## config.mk

```make
export PLATFORM = sky130hd
export DESIGN_NAME = monitor_reloj_8f
export DESIGN_NICKNAME = d
export VERILOG_FILES = /design/src/rtl/monitor_reloj_8f_pkg.sv /design/src/rtl/detector_flancos.sv /design/src/rtl/monitor_reloj_8f.sv
export SDC_FILE = /design/constraint.sdc
export NUM_CORES = 1
export LEC_CHECK = 0
export ABC_CLOCK_PERIOD_IN_PS = 3900
export CORE_MARGIN = 1
export CORE_UTILIZATION = 24
export DETAILED_ROUTE_END_ITERATION = 10
export PLACE_DENSITY_LB_ADDON = 0.1
export SLEW_MARGIN = 20
export SYNTH_ARGS = -nofsm -noshare
export SYNTH_HDL_FRONTEND = slang
export SYNTH_SLANG_ARGS = --single-unit
```

## constraint.sdc

```tcl
create_clock -name clk_8f -period 3.9 [get_ports clk_8f]
set_clock_uncertainty 0.15 [all_clocks]
set_input_delay 0.39 -clock clk_8f [delete_from_list [all_inputs] [get_ports clk_8f]]
set_output_delay 0.39 -clock clk_8f [all_outputs]
set_load 0.03 [all_outputs]
```

## src/rtl/monitor_reloj_8f_pkg.sv

```systemverilog
// Shared encodings for the clk_f / clk_2f relationship monitor.
// Expected half-periods are in clk_8f cycles; a miss is flagged one cycle after the expected edge.
package monitor_reloj_8f_pkg;

  typedef enum logic [1:0] {
    SEARCH = 2'd0,
    TRACK  = 2'd1,
    LOCKED = 2'd2
  } estado_t;

  localparam logic [2:0] HALF_F    = 3'd4;
  localparam logic [2:0] HALF_2F   = 3'd2;
  localparam logic [2:0] MISS_F    = HALF_F + 3'd1;
  localparam logic [2:0] MISS_2F   = HALF_2F + 3'd1;
  localparam logic [2:0] DIST_MAX  = 3'd7;
  localparam int         ERR_W     = 8;

  function automatic logic [ERR_W-1:0] sat_inc(input logic [ERR_W-1:0] v);
    return (v == {ERR_W{1'b1}}) ? v : v + {{(ERR_W-1){1'b0}}, 1'b1};
  endfunction

endpackage

```

## src/rtl/detector_flancos.sv

```systemverilog
// Registers one divided clock as data, reports edge/rising and a saturating distance since its last edge.
// Edge outputs are valid one cycle after the pin changes; no backpressure.
module detector_flancos
  import monitor_reloj_8f_pkg::*;
(
  input  logic       clk_8f,
  input  logic       reset,
  input  logic       sig_i,
  output logic       edge_o,
  output logic       rise_o,
  output logic [2:0] dist_o
);

  logic       s_q;
  logic       p_q;
  logic [2:0] d_q;
  logic [2:0] d_d;

  always_ff @(posedge clk_8f or negedge reset) begin
    if (!reset) begin
      s_q <= 1'b0;
      p_q <= 1'b0;
      d_q <= 3'd1;
    end else begin
      s_q <= sig_i;
      p_q <= s_q;
      d_q <= d_d;
    end
  end

  assign edge_o = s_q ^ p_q;
  assign rise_o = s_q & ~p_q;
  assign dist_o = d_q;

  // Distance restarts at 1 so that the value seen at the next edge equals the spacing.
  always_comb begin
    d_d = d_q;
    if (edge_o) begin
      d_d = 3'd1;
    end else if (d_q != DIST_MAX) begin
      d_d = d_q + 3'd1;
    end
  end

endmodule

```

## src/rtl/monitor_reloj_8f.sv

```systemverilog
// Qualifies clk_f/clk_2f against ideal /8 and /4 of clk_8f; lock, loss-of-lock pulse and count.
// Outputs follow a pin change by 2 clk_8f cycles; no backpressure, always accepts.
module monitor_reloj_8f
  import monitor_reloj_8f_pkg::*;
#(
  parameter int unsigned LOCK_EDGES = 4
) (
  input  logic             clk_8f,
  input  logic             reset,
  input  logic             clk_f,
  input  logic             clk_2f,
  output logic             locked,
  output logic             error,
  output logic [ERR_W-1:0] err_count,
  output logic [2:0]       fase
);

  logic       edge_f, rise_f, edge_2f, rise_2f;
  logic [2:0] dist_f, dist_2f;

  detector_flancos u_det_f (
    .clk_8f (clk_8f),
    .reset  (reset),
    .sig_i  (clk_f),
    .edge_o (edge_f),
    .rise_o (rise_f),
    .dist_o (dist_f)
  );

  detector_flancos u_det_2f (
    .clk_8f (clk_8f),
    .reset  (reset),
    .sig_i  (clk_2f),
    .edge_o (edge_2f),
    .rise_o (rise_2f),
    .dist_o (dist_2f)
  );

  estado_t          state_q, state_d;
  logic [3:0]       good_q, good_d, good_inc;
  logic             error_q, error_d;
  logic [ERR_W-1:0] cnt_q, cnt_d;
  logic [2:0]       fase_q, fase_d;
  logic             viol_f, viol_2f, viol;

  // Missed edges are caught one cycle late, when the distance passes the ideal spacing.
  assign viol_2f  = (edge_2f && (dist_2f != HALF_2F)) || (!edge_2f && (dist_2f == MISS_2F));
  assign viol_f   = (edge_f && (dist_f != HALF_F)) || (!edge_f && (dist_f == MISS_F))
                  || (edge_f && !rise_2f);
  assign viol     = viol_f || viol_2f;
  assign good_inc = good_q + 4'd1;

  always_ff @(posedge clk_8f or negedge reset) begin
    if (!reset) begin
      state_q <= SEARCH;
      good_q  <= 4'd0;
      error_q <= 1'b0;
      cnt_q   <= '0;
      fase_q  <= 3'd0;
    end else begin
      state_q <= state_d;
      good_q  <= good_d;
      error_q <= error_d;
      cnt_q   <= cnt_d;
      fase_q  <= fase_d;
    end
  end

  always_comb begin
    state_d = state_q;
    good_d  = good_q;
    error_d = 1'b0;
    cnt_d   = cnt_q;
    fase_d  = rise_f ? 3'd0 : fase_q + 3'd1;
    unique case (state_q)
      SEARCH: begin
        if (edge_f && rise_2f) begin
          good_d  = 4'd0;
          state_d = TRACK;
        end
      end
      TRACK: begin
        // A violation on the lock-completing edge still sends us back to SEARCH.
        if (viol) begin
          state_d = SEARCH;
        end else if (edge_f) begin
          good_d = good_inc;
          if (good_inc == LOCK_EDGES[3:0]) begin
            state_d = LOCKED;
          end
        end
      end
      LOCKED: begin
        if (viol) begin
          state_d = SEARCH;
          error_d = 1'b1;
          cnt_d   = sat_inc(cnt_q);
        end
      end
      default: state_d = SEARCH;
    endcase
  end

  assign locked    = (state_q == LOCKED);
  assign error     = error_q;
  assign err_count = cnt_q;
  assign fase      = fase_q;

endmodule

```

==> impl_results.md <==
* Status: completed
* Cell Pwr Density at around 470 mW/mm^2
* All-Layer GR Usage at under 10%
* Synth Area in Compound Gates at around an eighth
* Placer Congestion at between 0.8 and 0.9
* CTS tree: done
* Simple-gate share of the synthesized area at approximately 16%
* Cts bufs inserted at 3
* Max Slew Vio Count at 0
* Tcrit/Tclk final at 62.6%
* DIE AREA at 0.00635 sq mm
* Final Hold Slack at around 240 ps
* Detailed Route WL at 2690 um
* Post-synth EDFFs at 0
* Largest family of logic cells by synthesized area: simple AND/OR/NAND/NOR gates
* Post-CTS sizing at 0
* Number of antenna violations at the first check in global routing at 0
* Vias per cell at 4.53
* Mapped Cells at between 100 and 150
* NumNets Final at 165
* Multiplexer share of the synthesized area at ~4.0%
* Worst slew margin at a little under three quarters
* WP data arrival at between 1500 and 2000 ps
* Vias in the first global route at 1,045
* Clock Pin Slew Worst Setup and Hold Paths at 100 ps
* Post-Syn Nets at ~140
* HPWL reported at the end of detailed placement at 1990 um
* Crit path cell chain: inv_1, nand2_1, inv_1, clkdlybuf4s50_1
* Max-cap viol count at 0
* Synth async-reset ratio at 100%
* TNS Setup at 0 ps
* Die Wd at between 70 and 80 um
* VDD IR max at 0.187 mV
* Die Height at about 80 um
* RSZ-0062 raised after global routing: no
* Top-count cell post-synth: dfrtp_1
* Min-Delay Path Class: flop to flop
* Final Util at between 30 and 40%
* CTS root buf: clkbuf_8
* Proportion of layout cells with a drive suffix above 1 at 8.84%
* Ys flop type: dfrtp_1
* First-pass GRT wire length at approximately 4500 um
* Worst-margin pin slew at 425 ps
* Worst-Skew Late Latency at about 280 ps
* Worst path required time at approximately 3400 ps
* Overflow after GRT at 0
* Final Setup Violations at 0
* Clock sink count at 28
* Area share of fa/ha/maj cells after synthesis at 11.2%
* Overall power at between 0.0008 and 0.0009 W
* Worst path slowest cell: clkdlybuf4s50_1
* DRC errors left at 0
* Tmin final at approximately 2400 ps
* I/O pin count at 17
* CP Capture Type: output pin
* TritonRoute pass-1 iters at 4
* Yosys top cell area share at between 40% and 50%
* Max Fanout on Critical Path at 7
* Area grow syn2layout at 22.7%
* Crit-path max cell delay at 660 ps
* Most frequent CP cell: inv_1
* Port buffer count at 16
* Num rows at 27
* Final ANT Viol Nets at 0
* H-tree depth at 1
* Post-Synth XOR/XNOR Area at about 4.8%
* Unique cell type count in the Yosys netlist at 38
* Largest net degree at the start of global routing at 29
* Vias at 991
* Setup Crit Path Kind: flop to output pin
* Starting Density at around 26%
* ANT cells at 0
* Mapped cell area at 0.00145 sq mm
* Synth Warn # at 0
* Post-CTS Hold Fix Bufs at 0
* Largest cells by area after synthesis: dfrtp_1 (45%), ha_1 (11%), xor2_1 (4.2%)
* CORE AREA at around 0.0057 sq mm
* #FFs+latches synth at 28
* Drt first-iter violations at 36
* Final Hold Vio Count at 0
* Most frequent cells after synthesis: dfrtp_1 (26), ha_1 (13), nand2_1 (11)
* FMAX at a little over 0.4 GHz
* Number of buffers on the longest clock path at 2
* WL per Instance at ~12 um
* Sequential fraction of the synthesis area at 48.6%
* Setup Fix Bufs, Post-CTS at 0
* Worst setup SP type: flop
* Static leakage at around 0.81 nW
* Area leader, netlist: dfrtp_1
* Syn Area/Cell at roughly 11 sq um
* Non-Filler Instances at around 220
* Inst Count DP at between 200 and 250
==> placed cells by master (no fill, tap or decap), drive strengths merged, types with 3 or more instances in the layout <==
master / instances
dfrtp: 26
nand2: 11
ha: 13
nor4: 3
nor3: 5
clkdlybuf4s50: 16
mux2: 3
o21ai: 5
xor2: 7
clkbuf: 3
nand3: 3
nor2b: 3
inv: 10
nor2: 8
==> layer usage <==
layer	global-route usage (%)	wire length (um)	part of all wire (%)	up-vias
met1	10.0	1160	43	483
met4	4.55	45	1.7	0
met2	17.1	1400	52	21
met5	0	0	0	-
li1	-	-	-	482
met3	2.17	93	3.5	5
==> critical path, delay by kind of cell (launching register included) <==
kind / cells / cell delay (ps)
buffers and inverters: 3 / 940
and+or+nand+nor: 1 / 220
DFF: 1 / 440
==> sequential cells by signal, summed over array words and instances (netlist names) <==
signal and count:
u_det_2f.s_q 1, err_count 8, u_det_f.dist_o 3, u_det_f.p_q 1, fase 3, good_q 4
u_det_2f.p_q 1, state_q 2, u_det_f.s_q 1, u_det_2f.dist_o 3, error 1
==> report_power, final <==
group	internal [W]	leakage, nW	switching [W]	total, W
clock network	0.000138	0.0357	0.0000976	0.000235
registers	0.000339	0.363	0.0000414	0.000380
logic	0.0000990	0.413	0.000122	0.000221
total	0.000575	0.812	0.000261	0.000836
==> final timing paths <==
kind | from | to | slack (ps) | cells after the start
max | state_q[0] | locked | 1460 | 4
min | u_det_2f.s_q | u_det_2f.p_q | 240 | 0
max reg2reg | u_det_2f.s_q | err_count[6] | 1590 | 5
min reg2reg | u_det_2f.s_q | u_det_2f.p_q | 240 | 0
max in group asynchronous | reset | u_det_2f.dist_o[0] | 2950 | 2
min in group asynchronous | reset | u_det_f.p_q | 340 | 2
==> logic make-up after synthesis <==
family	after synthesis
simple gates	43
flops	28
compound gates	19
fa+ha+maj	13
buf+inv	10
xor+xnor	8
mux	5
==> cell type report <==
class                   count  area, sq um
fillers                   591         3900
clock inverters             1         30.0
multi-input cells          88          707
well taps                  72         90.1
inverters                  10         37.5
repair buffers             17          168
clock buffers               3         41.3
flip-flops and latches     28          703
==> through the flow <==
stage / area, sq um / setup slack, ps
finish: 1780 / 1460
global route: 1780 / 1320
CTS: 1780 / 1430
detailed placement: 1710 / 1600
global placement: 1710 / 1630
floorplan: 1450 / 1750
No activity file was read; power rests on OpenSTA's default activity.
==> variant: new RTL, config.mk and constraints unchanged <==
Change the package constant `ERR_W` from 8 to 6.
--- a/src/rtl/monitor_reloj_8f_pkg.sv
+++ b/src/rtl/monitor_reloj_8f_pkg.sv
@@ -13,7 +13,7 @@
   localparam logic [2:0] MISS_F    = HALF_F + 3'd1;
   localparam logic [2:0] MISS_2F   = HALF_2F + 3'd1;
   localparam logic [2:0] DIST_MAX  = 3'd7;
-  localparam int         ERR_W     = 8;
+  localparam int         ERR_W     = 6;
 
   function automatic logic [ERR_W-1:0] sat_inc(input logic [ERR_W-1:0] v);
     return (v == {ERR_W{1'b1}}) ? v : v + {{(ERR_W-1){1'b0}}, 1'b1};
Ports: changed (resized err_count); port bits go from 17 to 15. No check against the original RTL was run, so the function may have changed too.
==> variant against the original RTL <==
  * Final area is 9.3% lower
  * Cell count decreased by 4.6%
  * Area after synthesis down 8.0%
  * Sequential cell count down 2
  * Setup slack got worse by 0.97 ps
  * Global-route usage up 0.19 points
  * Power decreased by 13%
  * Combinational power fell by 13%
  * Non-clock buffer count is 2 lower
  * Routed wire length fell by 5.9%
  * Critical path type unchanged
  * Largest cell class is now flip-flops and latches
  * Largest power group unchanged
==> variant: results (changes against the original RTL) <==
Placement
  – Port Buffers: 14 (-2)
  – Placer Congestion: 0.7259 (-11%)
  – Hpwl dp: 1868 microns (-6.1%)
  – Dpl cell area: 0.001556 sq mm (-8.7%)

Final layout
  – Largest register FFs: 6 (-2)
  – Layout cells sized above 1: 10.07% (+1.2 points)
  – Fin nets: 157 (-4.8%)
  – Layout Area Growth over Synthesis: 20.94%
  – Number of fillers in the final layout: 516 (-13%)
  – Ant. Diodes: 0 (unchanged)

Drt
  – Total wire length: 2535 microns (-5.9%)
  – DR iter-0 viols: 27 (-25%)
  – Via/cell ratio: 4.493 (-0.71%)
  – DRT Pass-1 Iters: 4 (unchanged)

Clock network
  – Root buf cell: clkbuf_8
  – Clk buf depth: 2 (unchanged)
  – H-tree depth reported by CTS: 1 (unchanged)
  – Post-CTS Setup Repair Bufs: 0 (unchanged)
  – Clk slew on worst S/H paths: 90 ps
  – CTS buffer count: 3 (unchanged)
  – Resize count post-CTS: 0 (unchanged)
  – Clk_lat worst skew: 270 ps

Logic synthesis
  – Synth top cells by count: dfrtp_1 (24), nand2_1 (14), ha_1 (13)
  – Distinct cells, synth: 36 (-5.3%)
  – Post-Syn Nets: 139 (-2.8%)
  – Area contributors post-synth: dfrtp_1 (45%), ha_1 (12%), dfstp_2 (3.9%), nand2_1 (3.9%), xor2_1 (3.3%)
  – Synth async-reset ratio: 100.0% (unchanged)
  – Seq/Total Area, Yosys: 49.01% (+0.44 points)
  – Yosys warns: 0 (unchanged)

Global route
  – Gr usage total: 9.557% (+0.19 points)
  – First-pass GRT wire length: 4519 microns (-0.46%)
  – Vias in the first global route: 945 (-9.6%)
  – Initial antenna violation count: 0 (unchanged)
  – Largest net degree at the start of global routing: 27 (-6.9%)

Power and ir drop
  – Peak supply drop: 0.1786 mV (-4.6%)
  – P_leak: 0.7418 nW (-8.6%)

Status
  – Status: completed

Setup path
  – Maximum fanout along the worst path: 13 (+6)
  – Reg2Reg Setup Slack: 1590 ps (about the same)
  – CP endpoint: locked
  – R2R depth: 6 (+1)
  – RR Startpoint: u_det_f.dist_o[0]
  – Critical setup path kind: reg2out
  – CP startpoint: state_q[0]
  – R2r endpoint: err_count[1]

Hold path
  – Hold WC Path Type: reg2reg

STA
  – Worst-margin pin slew: 504.4 ps (+79.89 ps)
==> variant: changes by cell type in the layout (fill, tap and decap cells not counted), sizes merged, moves of 3 or more <==
cell / before / now
or4b: 0 / 3
inv: 10 / 7
nor3b: 0 / 3
nand2: 11 / 14
nand3: 3 / 8
==> variant: cell families after synthesis <==
kind of cell,share of synthesized area [%]
mux,3.192
flops,49.01
xor+xnor,3.944
compound gates,8.545
buf+inv,2.817
simple gates,20.28
fa+ha+maj,12.21
==> variant: critical path, cell delays in order, from the launching register on <==
cell	delay, ps
dfrtp_1	520
nand2b_1	250
inv_1	160
clkdlybuf4s50_1	700
==> variant: layout make-up <==
type,count,share of cell area [%]
repair buffers,15,9.161
inverters,7,1.630
flip-flops and latches,26,40.53
multi-input cells,87,39.83
clock buffers,4,3.416
well taps,70,5.435
==> variant: metal layers <==
layer | GRT usage, % | vias up | share of wire (%)
li1 | - | 459 | -
met3 | 3.473 | 2 | 6.0
met5 | 0 | - | 0
met4 | 1.154 | 0 | 0.51
met1 | 12.97 | 454 | 48
met2 | 14.86 | 24 | 45
==> variant: through the flow <==
step | instances | hold WS, ps | total power [mW] | setup WS, ps
detailed placement | 205 | 222.0 | 0.5627 | 1585
floorplan | 122 | -55.59 | 0.4975 | 1642
global placement | 205 | 211.8 | 0.5597 | 1627
finish | 209 | 237.9 | 0.7305 | 1459
global route | 209 | 263.5 | 0.7881 | 1333
CTS | 209 | 244.2 | 0.7448 | 1433
==> variant: report_power, final <==
part	switching [mW]	leakage (nW)	internal (mW)
Combinational	0.105	0.375	0.0881
Sequential	0.0449	0.338	0.316
Clock	0.0858	0.0288	0.0903
Total	0.236	0.742	0.494
==> variant: how the worst min path moves through the flow <==
stage                 startpoint      endpoint  slack (ps)  depth (start not counted)
floorplan                  reset  err_count[0]         -60                          0
global placement    u_det_2f.s_q  u_det_2f.p_q         210                          0
detailed placement   u_det_f.s_q   u_det_f.p_q         220                          0
CTS                  u_det_f.s_q   u_det_f.p_q         240                          0
global route         u_det_f.s_q   u_det_f.p_q         260                          0
finish               u_det_f.s_q   u_det_f.p_q         240                          0
